[src/rtl/atm_pkg.sv]
// Shared definitions for the ATM ledger arbiter: op codes, response status
// codes, sequencer state encoding and default widths.
package atm_pkg;

   localparam int ATM_NUM_TERM    = 4;
   localparam int ATM_ACCT_W      = 17;
   localparam int ATM_AMT_W       = 19;
   localparam int ATM_TIMEOUT_CYC = 1000;

   // Terminal / ledger operation codes
   localparam logic [1:0] OP_BAL = 2'b00;
   localparam logic [1:0] OP_DEP = 2'b01;
   localparam logic [1:0] OP_WDR = 2'b10;
   localparam logic [1:0] OP_RSV = 2'b11;

   // Response status codes; the low two bits come straight from the ledger
   localparam logic [2:0] ST_OK      = 3'b000;
   localparam logic [2:0] ST_NSF     = 3'b001;
   localparam logic [2:0] ST_BADACCT = 3'b010;
   localparam logic [2:0] ST_BADOP   = 3'b011;
   localparam logic [2:0] ST_TIMEOUT = 3'b100;

   typedef enum logic [1:0] {
      IDLE = 2'd0,
      BUSY = 2'd1,
      RESP = 2'd2
   } state_t;

endpackage

[src/rtl/atm_rr_picker.sv]
// Combinational round-robin pick: first set request bit scanning upward
// from ptr+1 with wrap-around. The terminal at ptr itself is checked last.
module atm_rr_picker
   import atm_pkg::*;
#(
   parameter int NUM_TERM = ATM_NUM_TERM,
   parameter int IW       = 2
)(
   input  logic [NUM_TERM-1:0] req,
   input  logic [IW-1:0]       ptr,
   output logic [NUM_TERM-1:0] winner,
   output logic [IW-1:0]       index,
   output logic                any
);

   int          slot;
   logic [IW-1:0] slot_idx;

   // Scan NUM_TERM slots after the pointer; the first hit wins
   always_comb begin
      winner   = '0;
      index    = '0;
      any      = 1'b0;
      slot     = 0;
      slot_idx = '0;
      for (int i = 1; i <= NUM_TERM; i++) begin
         slot     = (int'(ptr) + i) % NUM_TERM;
         slot_idx = IW'(slot);
         if (!any && req[slot_idx]) begin
            any              = 1'b1;
            index            = slot_idx;
            winner[slot_idx] = 1'b1;
         end
      end
   end

endmodule

[src/rtl/atm_ledger_arbiter.sv]
// Round-robin arbiter sharing one single-port account ledger between
// NUM_TERM ATM terminal controllers. One transaction per grant; the grant
// is held from pick until the response cycle.
//
// Optional feature: define ATM_ARB_WDOG_EN to add a ledger watchdog that
// ends a BUSY transaction with a timeout status after TIMEOUT_CYC cycles.
//
// state | meaning
// IDLE  | no grant; pick the next requester round-robin
// BUSY  | led_req held, waiting for led_ack (or watchdog expiry)
// RESP  | rsp_valid pulse to the granted terminal, grant still held
module atm_ledger_arbiter
   import atm_pkg::*;
#(
   parameter int NUM_TERM    = ATM_NUM_TERM,
   parameter int ACCT_W      = ATM_ACCT_W,
   parameter int AMT_W       = ATM_AMT_W,
   parameter int TIMEOUT_CYC = ATM_TIMEOUT_CYC
)(
   input  logic                       clk,
   input  logic                       reset,
   input  logic [NUM_TERM-1:0]        req,
   input  logic [2*NUM_TERM-1:0]      req_op,
   input  logic [ACCT_W*NUM_TERM-1:0] req_acct,
   input  logic [AMT_W*NUM_TERM-1:0]  req_amt,
   output logic [NUM_TERM-1:0]        gnt,
   output logic                       rsp_valid,
   output logic [2:0]                 rsp_status,
   output logic [AMT_W-1:0]           rsp_balance,
   output logic                       led_req,
   output logic [1:0]                 led_op,
   output logic [ACCT_W-1:0]          led_acct,
   output logic [AMT_W-1:0]           led_amt,
   input  logic                       led_ack,
   input  logic [1:0]                 led_status,
   input  logic [AMT_W-1:0]           led_balance
);

   localparam int IW = (NUM_TERM > 1) ? $clog2(NUM_TERM) : 1;

   if (NUM_TERM < 2 || NUM_TERM > 8 || TIMEOUT_CYC < 2) begin : g_param_check
      $error("atm_ledger_arbiter: NUM_TERM must be 2..8 and TIMEOUT_CYC >= 2");
   end

   state_t              state;
   logic [IW-1:0]       ptr;
   logic [NUM_TERM-1:0] win_oh;
   logic [IW-1:0]       win_idx;
   logic                win_any;
   logic [1:0]          sel_op;
   logic [ACCT_W-1:0]   sel_acct;
   logic [AMT_W-1:0]    sel_amt;

`ifdef ATM_ARB_WDOG_EN
   localparam int WW = $clog2(TIMEOUT_CYC + 1);
   logic [WW-1:0] wdog_cnt;
   logic          wdog_hit;

   assign wdog_hit = (wdog_cnt == WW'(TIMEOUT_CYC - 1));
`endif

   atm_rr_picker #(
      .NUM_TERM (NUM_TERM),
      .IW       (IW)
   ) u_picker (
      .req    (req),
      .ptr    (ptr),
      .winner (win_oh),
      .index  (win_idx),
      .any    (win_any)
   );

   // Route the winning terminal's transaction fields to the latch inputs
   always_comb begin
      sel_op   = req_op[win_idx*2 +: 2];
      sel_acct = req_acct[win_idx*ACCT_W +: ACCT_W];
      sel_amt  = req_amt[win_idx*AMT_W +: AMT_W];
   end

   // Sequencer: grant, forward to ledger, return response; all outputs flopped
   always_ff @(posedge clk or posedge reset) begin
      if (reset) begin
         state       <= IDLE;
         ptr         <= IW'(NUM_TERM - 1);
         gnt         <= '0;
         rsp_valid   <= 1'b0;
         rsp_status  <= ST_OK;
         rsp_balance <= '0;
         led_req     <= 1'b0;
         led_op      <= OP_BAL;
         led_acct    <= '0;
         led_amt     <= '0;
`ifdef ATM_ARB_WDOG_EN
         wdog_cnt    <= '0;
`endif
      end else begin
         case (state)
            IDLE: begin
               if (win_any) begin
                  gnt      <= win_oh;
                  ptr      <= win_idx;
                  led_op   <= sel_op;
                  led_acct <= sel_acct;
                  led_amt  <= (sel_op == OP_BAL) ? '0 : sel_amt;
`ifdef ATM_ARB_WDOG_EN
                  wdog_cnt <= '0;
`endif
                  if (sel_op == OP_RSV) begin
                     // Reserved op is rejected locally; the ledger never sees it
                     rsp_valid   <= 1'b1;
                     rsp_status  <= ST_BADOP;
                     rsp_balance <= '0;
                     state       <= RESP;
                  end else begin
                     led_req <= 1'b1;
                     state   <= BUSY;
                  end
               end
            end

            BUSY: begin
               if (led_ack) begin
                  led_req     <= 1'b0;
                  rsp_valid   <= 1'b1;
                  rsp_status  <= {1'b0, led_status};
                  rsp_balance <= led_balance;
                  state       <= RESP;
               end
`ifdef ATM_ARB_WDOG_EN
               else if (wdog_hit) begin
                  led_req     <= 1'b0;
                  rsp_valid   <= 1'b1;
                  rsp_status  <= ST_TIMEOUT;
                  rsp_balance <= '0;
                  state       <= RESP;
               end else if (wdog_cnt != WW'(TIMEOUT_CYC)) begin
                  wdog_cnt <= wdog_cnt + 1'b1;
               end
`endif
            end

            RESP: begin
               gnt       <= '0;
               rsp_valid <= 1'b0;
               state     <= IDLE;
            end

            default: state <= IDLE;
         endcase
      end
   end

endmodule

[config.mk]
export PLATFORM = sky130hd
export DESIGN_NAME = atm_ledger_arbiter
export DESIGN_NICKNAME = d
export VERILOG_FILES = /design/src/rtl/atm_pkg.sv /design/src/rtl/atm_rr_picker.sv /design/src/rtl/atm_ledger_arbiter.sv
export SDC_FILE = /design/constraint.sdc
export NUM_CORES = 1
export LEC_CHECK = 0
export ABC_CLOCK_PERIOD_IN_PS = 6600
export CORE_AREA = 4 4 108 110
export CTS_CLUSTER_DIAMETER = 30
export CTS_CLUSTER_SIZE = 12
export DETAILED_ROUTE_END_ITERATION = 12
export DIE_AREA = 0 0 112 114
export GPL_TIMING_DRIVEN = 0
export PLACE_DENSITY = 0.83
export SYNTH_ARGS = -nofsm -noshare
export SYNTH_HDL_FRONTEND = slang
export SYNTH_HIERARCHICAL = 1
export SYNTH_SLANG_ARGS = --single-unit
[constraint.sdc]
create_clock -name clk -period 6.6 [get_ports clk]
set_clock_uncertainty 0.1 [all_clocks]
set_input_delay 1.32 -clock clk [delete_from_list [all_inputs] [get_ports clk]]
set_output_delay 1.32 -clock clk [all_outputs]
set_load 0.1 [all_outputs]
# After elaboration in Yosys (flattened, before gate mapping)

Index checks and enable logic that the tools add are counted.
Widths: inputs -> output; s select.

Flip-flop bits (word level): 70
Output and inout port bits: 66
Logic and storage cells: 109

Add/sub/neg operators: 4
Multiply operators: 2
Magnitude comparators: 8
Equality and inequality tests: 7
Shifts and indexed selects: 3
Muxes and demuxes: 51
Bitwise operators: 3
Reductions and logical operators: 21

Operators by type and width:

| kind                | number |
|---|---|
| $mux 19             | 4 |
| $shiftx 76x8->19    | 1 |
| $shiftx 68x8->17    | 1 |
| $pmux 19 s2         | 1 |
| $mux 4              | 5 |
| $mux 1              | 18 |
| $mul 2x5->7 const B | 2 |
| $mux 2              | 7 |
| $lt 2x3->1 const B  | 4 |
| $or 4x4->4          | 3 |
| $reduce_and 4->1    | 3 |
| $mux 3              | 3 |
| $bmux 1 s2          | 4 |
| $demux 1 s2         | 4 |
| $ge 2x1->1 const B  | 4 |
| $pmux 4 s2          | 1 |
| $shiftx 8x4->2      | 1 |
| $logic_and 1x1->1   | 7 |
| $ne 2x2->1 const B  | 3 |
| $pmux 3 s2          | 1 |
| $reduce_and 2->1    | 3 |
| $add 2x1->2 const B | 2 |
| $add 2x2->2 const B | 2 |
| $eq 2x2->1 const B  | 2 |
| 9 further kinds     | 13 |

# Depth between registers and ports, before layout

Depth in word-level cells: 18
Mapped depth: 13
Depth with buffers taken out: 10

# By module

Netlist, hierarchy kept.

Modules (own cells, without submodules):

| module             | instances | cells an instance | area an instance (um^2) | seq. area each (um^2) |
|---|---|---|---|---|
| atm_ledger_arbiter | 1         | 320               | 3689.8                  | 1729.2 |
| atm_rr_picker      | 1         | 68                | 525.5                   | 0.0 |

# Least setup slack after synthesis

OpenSTA, ideal clock, no wires.

Path type: in2reg
Start point: input port req[0]
End point: register led_amt[10]
Library setup time: 122 ps
Arrival: 3684 ps
Required time: 6378 ps
Path slack: 2694 ps
Stages: 10
Path buffers: 3
Path through: buf_6 > mux4_2 > a21oi_2 > nor3_1 > nor2_2 > o31a_1 > buf_2 > buf_4 > mux4_2 > a22o_1

Cells in the longest elaborated chain, start to end: 15

RTL lines:

| item                                                       | line                                                | text |
|---|---|---|
| from (decl)                                                | atm_ledger_arbiter.sv:22                            | `input logic [NUM_TERM-1:0] req,` |
| $bmux 1 s2                                                 | atm_rr_picker.sv:29                                 | `if (!any && req[slot_idx]) begin` |
| $mux 1 (not written as such)                               | atm_rr_picker.sv:29                                 |  |
| $mux 1                                                     | atm_rr_picker.sv:29                                 |  |
| $logic_not 1->1                                            | atm_rr_picker.sv:29                                 |  |
| $logic_and 1x1->1                                          | atm_rr_picker.sv:29                                 |  |
| $mux 1                                                     | atm_rr_picker.sv:29                                 |  |
| $logic_not 1->1                                            | atm_rr_picker.sv:29                                 |  |
| $logic_and 1x1->1                                          | atm_rr_picker.sv:29                                 |  |
| $mux 1                                                     | atm_rr_picker.sv:29                                 |  |
| $logic_not 1->1                                            | atm_rr_picker.sv:29                                 |  |
| $logic_and 1x1->1                                          | atm_rr_picker.sv:29                                 |  |
| $mux 2 (*)                                                 | atm_rr_picker.sv:29                                 |  |
| net win_idx[0]                                             | atm_ledger_arbiter.sv:48                            | `logic [IW-1:0] win_idx;` |
| $mul 2x5->7 / $shiftx 8x4->2 (equally long branches)       | atm_ledger_arbiter.sv:77, atm_ledger_arbiter.sv:75  |  |
| $shiftx 76x8->19 / $logic_not 2->1 (equally long branches) | atm_ledger_arbiter.sv:77, atm_ledger_arbiter.sv:104 |  |
| $mux 19 (*)                                                | atm_ledger_arbiter.sv:104                           | `led_amt <= (sel_op == OP_BAL) ? '0 : sel_amt;` |
| to (signal assigned)                                       | atm_ledger_arbiter.sv:104                           |  |
| to (decl)                                                  | atm_ledger_arbiter.sv:33                            | `output logic [AMT_W-1:0] led_amt,` |

The timed path passes the listed nets; every way through them passes the cells marked *. The select of a mux whose other input is x is not followed.
A chain may end at the register's enable or synchronous reset.

# Worst setup path in the final report

Start point: input port req[3]
End point: register led_amt[6]

Same word-level chain as after synthesis.

==> results.toml <==
[status]
outcome = "finished clean"

[setup_path]
end_kind = "register"
crit_arrival_ns = 4.54
setup.worst_path.start = "req[3]"
crit_fanout = 10
startpoint_type = "input pin"
timing.reg2reg.setup_slack_ns = 3.04
required_ns = 6.72
r2r-start = "ptr[0]"
crit_type = "in -> reg"

[floorplanning]
die_h_um = 114
rows = 38
core_um2 = 10700
start_util = 0.394
io_pins = 246
die_w_um = 112
die-area_um2 = 12800

[routing]
top_layer_used = "met4"
met3_wirelength_um = 1340
detail_route.wl_per_cell_um = 18.3
vias = 4247
vias_per_cell = 5.40
met2_length_um = 7740
drt_pass1_iterations = 5
wl_met1_um = 5060
drt_iter0_markers = 367
ant_nets = 0
drc_errors = 0
wl_um = 14400

[clock_network]
clockBufferDepth = 2
clock_sinks = 69
clk_pin_slew_ns = 0.07
clk_latency_ns = 0.33
cts-buffers-inserted = 9
post_cts_buffers = 0
holdBufCountCts = 0
cts-root-buf = "clkbuf_8"
cts_resized = 0
htreeDepth = 3
tritoncts = "built"

[logic_synthesis]
syn_area_um2 = 4220
synthMuxAreaShare = 0.221
syn_nets = 579
syn_inst = 388
synthAdderAreaFrac = 0.0327
yosysUniqueCellTypes = 45
synth_top_family_by_area = "multiplexers"
yosysSeqAreaShare = 0.410
ys_warn_count = 6
synth_compound_area_frac = 0.162
yosys.area_share.simple = 0.125
syn_avg_cell_area_um2 = 10.9
synthXorXnorAreaFrac = 0
synth_seq_cells = 69

[layout]
final_cells = 786
layout_common_cells = "242 x clkdlybuf4s50_1, 100 x nand2_1, 67 x dfrtp_1"
areaGrowthSynthToFinish_pct = 66.8
final_area_um2 = 7030
drive_above_1_share = 0.133
layout.nets = 833
utilization = 0.657
diodes = 0
final_common_cell = "clkdlybuf4s50_1"

[sta]
rsz0062_at_grt = "no"
period_needed_ns = 4.42
period_share = 0.670
max_slew_margin = 0.318
fmax_mhz = 226
final_max_slew_viol_count = 0
setup_tns_ns = 0
finalSetupViolCount = 0
hold_viol_final = 0
tightest_slew_ns = 1.02

[place]
dp.cells = 771
dpl_cell_area_um2 = 6830
dp_hpwl_um = 11800
portBuffers = 242
globalplace.congestion = 0.900

[power]
p_leak_nw = 2.88
power_mw = 4.23
ir_drop_mv = 0.377
power_density_nw_per_um2 = 601

[global_route]
grt_usage = 0.218
grt_antenna_before_repair = 0
grt_overflow_total = 0
grt_max_degree = 39
grt_pass1_vias = 4520
grt_pass1_wl_um = 22300

[flow_run]
cap_violations = 0

[worst_hold_path]
hold_class = "reg -> reg"
hold_path.startpoint = "led_acct[15]"
layer usage:
layer  GRT usage  vias to the layer above
li1            -                     1922
met1       0.237                     2080
met2       0.408                      227
met3      0.0679                       18
met4      0.0665                        0
met5           0                        -
critical path, cell delays in order:
cell and delay, ns:
clkdlybuf4s50_1 0.56, mux4_2 0.62, a21oi_2 0.17, nor3_1 0.06, nor2_2 0.11, o31a_1 0.26
buf_2 0.37, buf_4 0.30, mux4_2 0.54, a22o_1 0.21
synthesized netlist by cell type (all sizes together):
cell type,count,area share
buf,17,0.030
inv,9,0.0080
mux4,39,0.21
nand3,2,0.0024
o22a,1,0.0021
o22ai,1,0.0030
o31a,1,0.0021
a31oi,1,0.0015
nand2,100,0.089
ha,11,0.033
a21oi,4,0.0065
o21ai,56,0.066
nor4,1,0.0015
clkbuf,12,0.011
a22o,20,0.042
a221oi,2,0.0056
and2,2,0.0030
mux2i,4,0.012
o221a,1,0.0027
a22oi,4,0.0071
dfrtp,67,0.40
nor3,1,0.0012
dfstp,2,0.012
conb,1,0.00089
nand2b,2,0.0030
a211oi,3,0.0083
nor2b,5,0.0092
o31ai,1,0.0018
a21boi,2,0.0036
nor2,9,0.0092
or2,1,0.0021
or3b,1,0.0021
a221o,4,0.0095
or3,1,0.0027
cell type report:
class | instances | area (µm²)
Buffer | 29 | 170
Clock buffer | 11 | 151
Sequential cell | 69 | 1730
Multi-Input combinational cell | 281 | 2280
Inverter | 9 | 33.8
Timing Repair Buffer | 243 | 2440
Clock inverter | 4 | 47.5
Fill cell | 826 | 3670
Tap cell | 140 | 175
cells by family after synthesis:
logic type	Yosys count
AOI/OAI and AO/OA	101
and+or+nand+nor	125
DFF	69
adders and majority gates	11
buffers and inverters	38
other	1
muxes	43
registers in the layout (all words and copies together), names as in the netlist:
signal       flops
led_op           2
rsp_status       2
gnt              4
state            2
ptr              2
led_acct        17
rsp_balance     19
led_amt         19
led_req          1
rsp_valid        1
final timing paths:
check / endpoint / cells after the start
setup / recovery: led_amt[6] / 10
hold / removal: led_acct[15] / 2
setup reg to reg: led_amt[6] / 12
hold reg to reg: led_acct[15] / 2
max in group asynchronous: ptr[0] / 3
min in group asynchronous: rsp_balance[4] / 2
stage by stage:
| stage | hold WS (ns) | setup slack (ns) |
|---|---|---|
| 3_5_place_dp | 0.362 | 1.85 |
| 5_1_grt | 0.406 | 1.99 |
| 3_3_place_gp | 0.360 | 1.92 |
| 6_report | 0.373 | 2.18 |
| 2_1_floorplan | 0.394 | 2.69 |
| 4_1_cts | 0.380 | 2.20 |
report_power, final:
group          switching [mW]  internal [mW]
Sequential              0.109          0.609
Combinational            2.08           1.09
Clock                   0.152          0.192
Total                    2.34           1.89
Note: power is estimated with default switching activity, not from simulation.
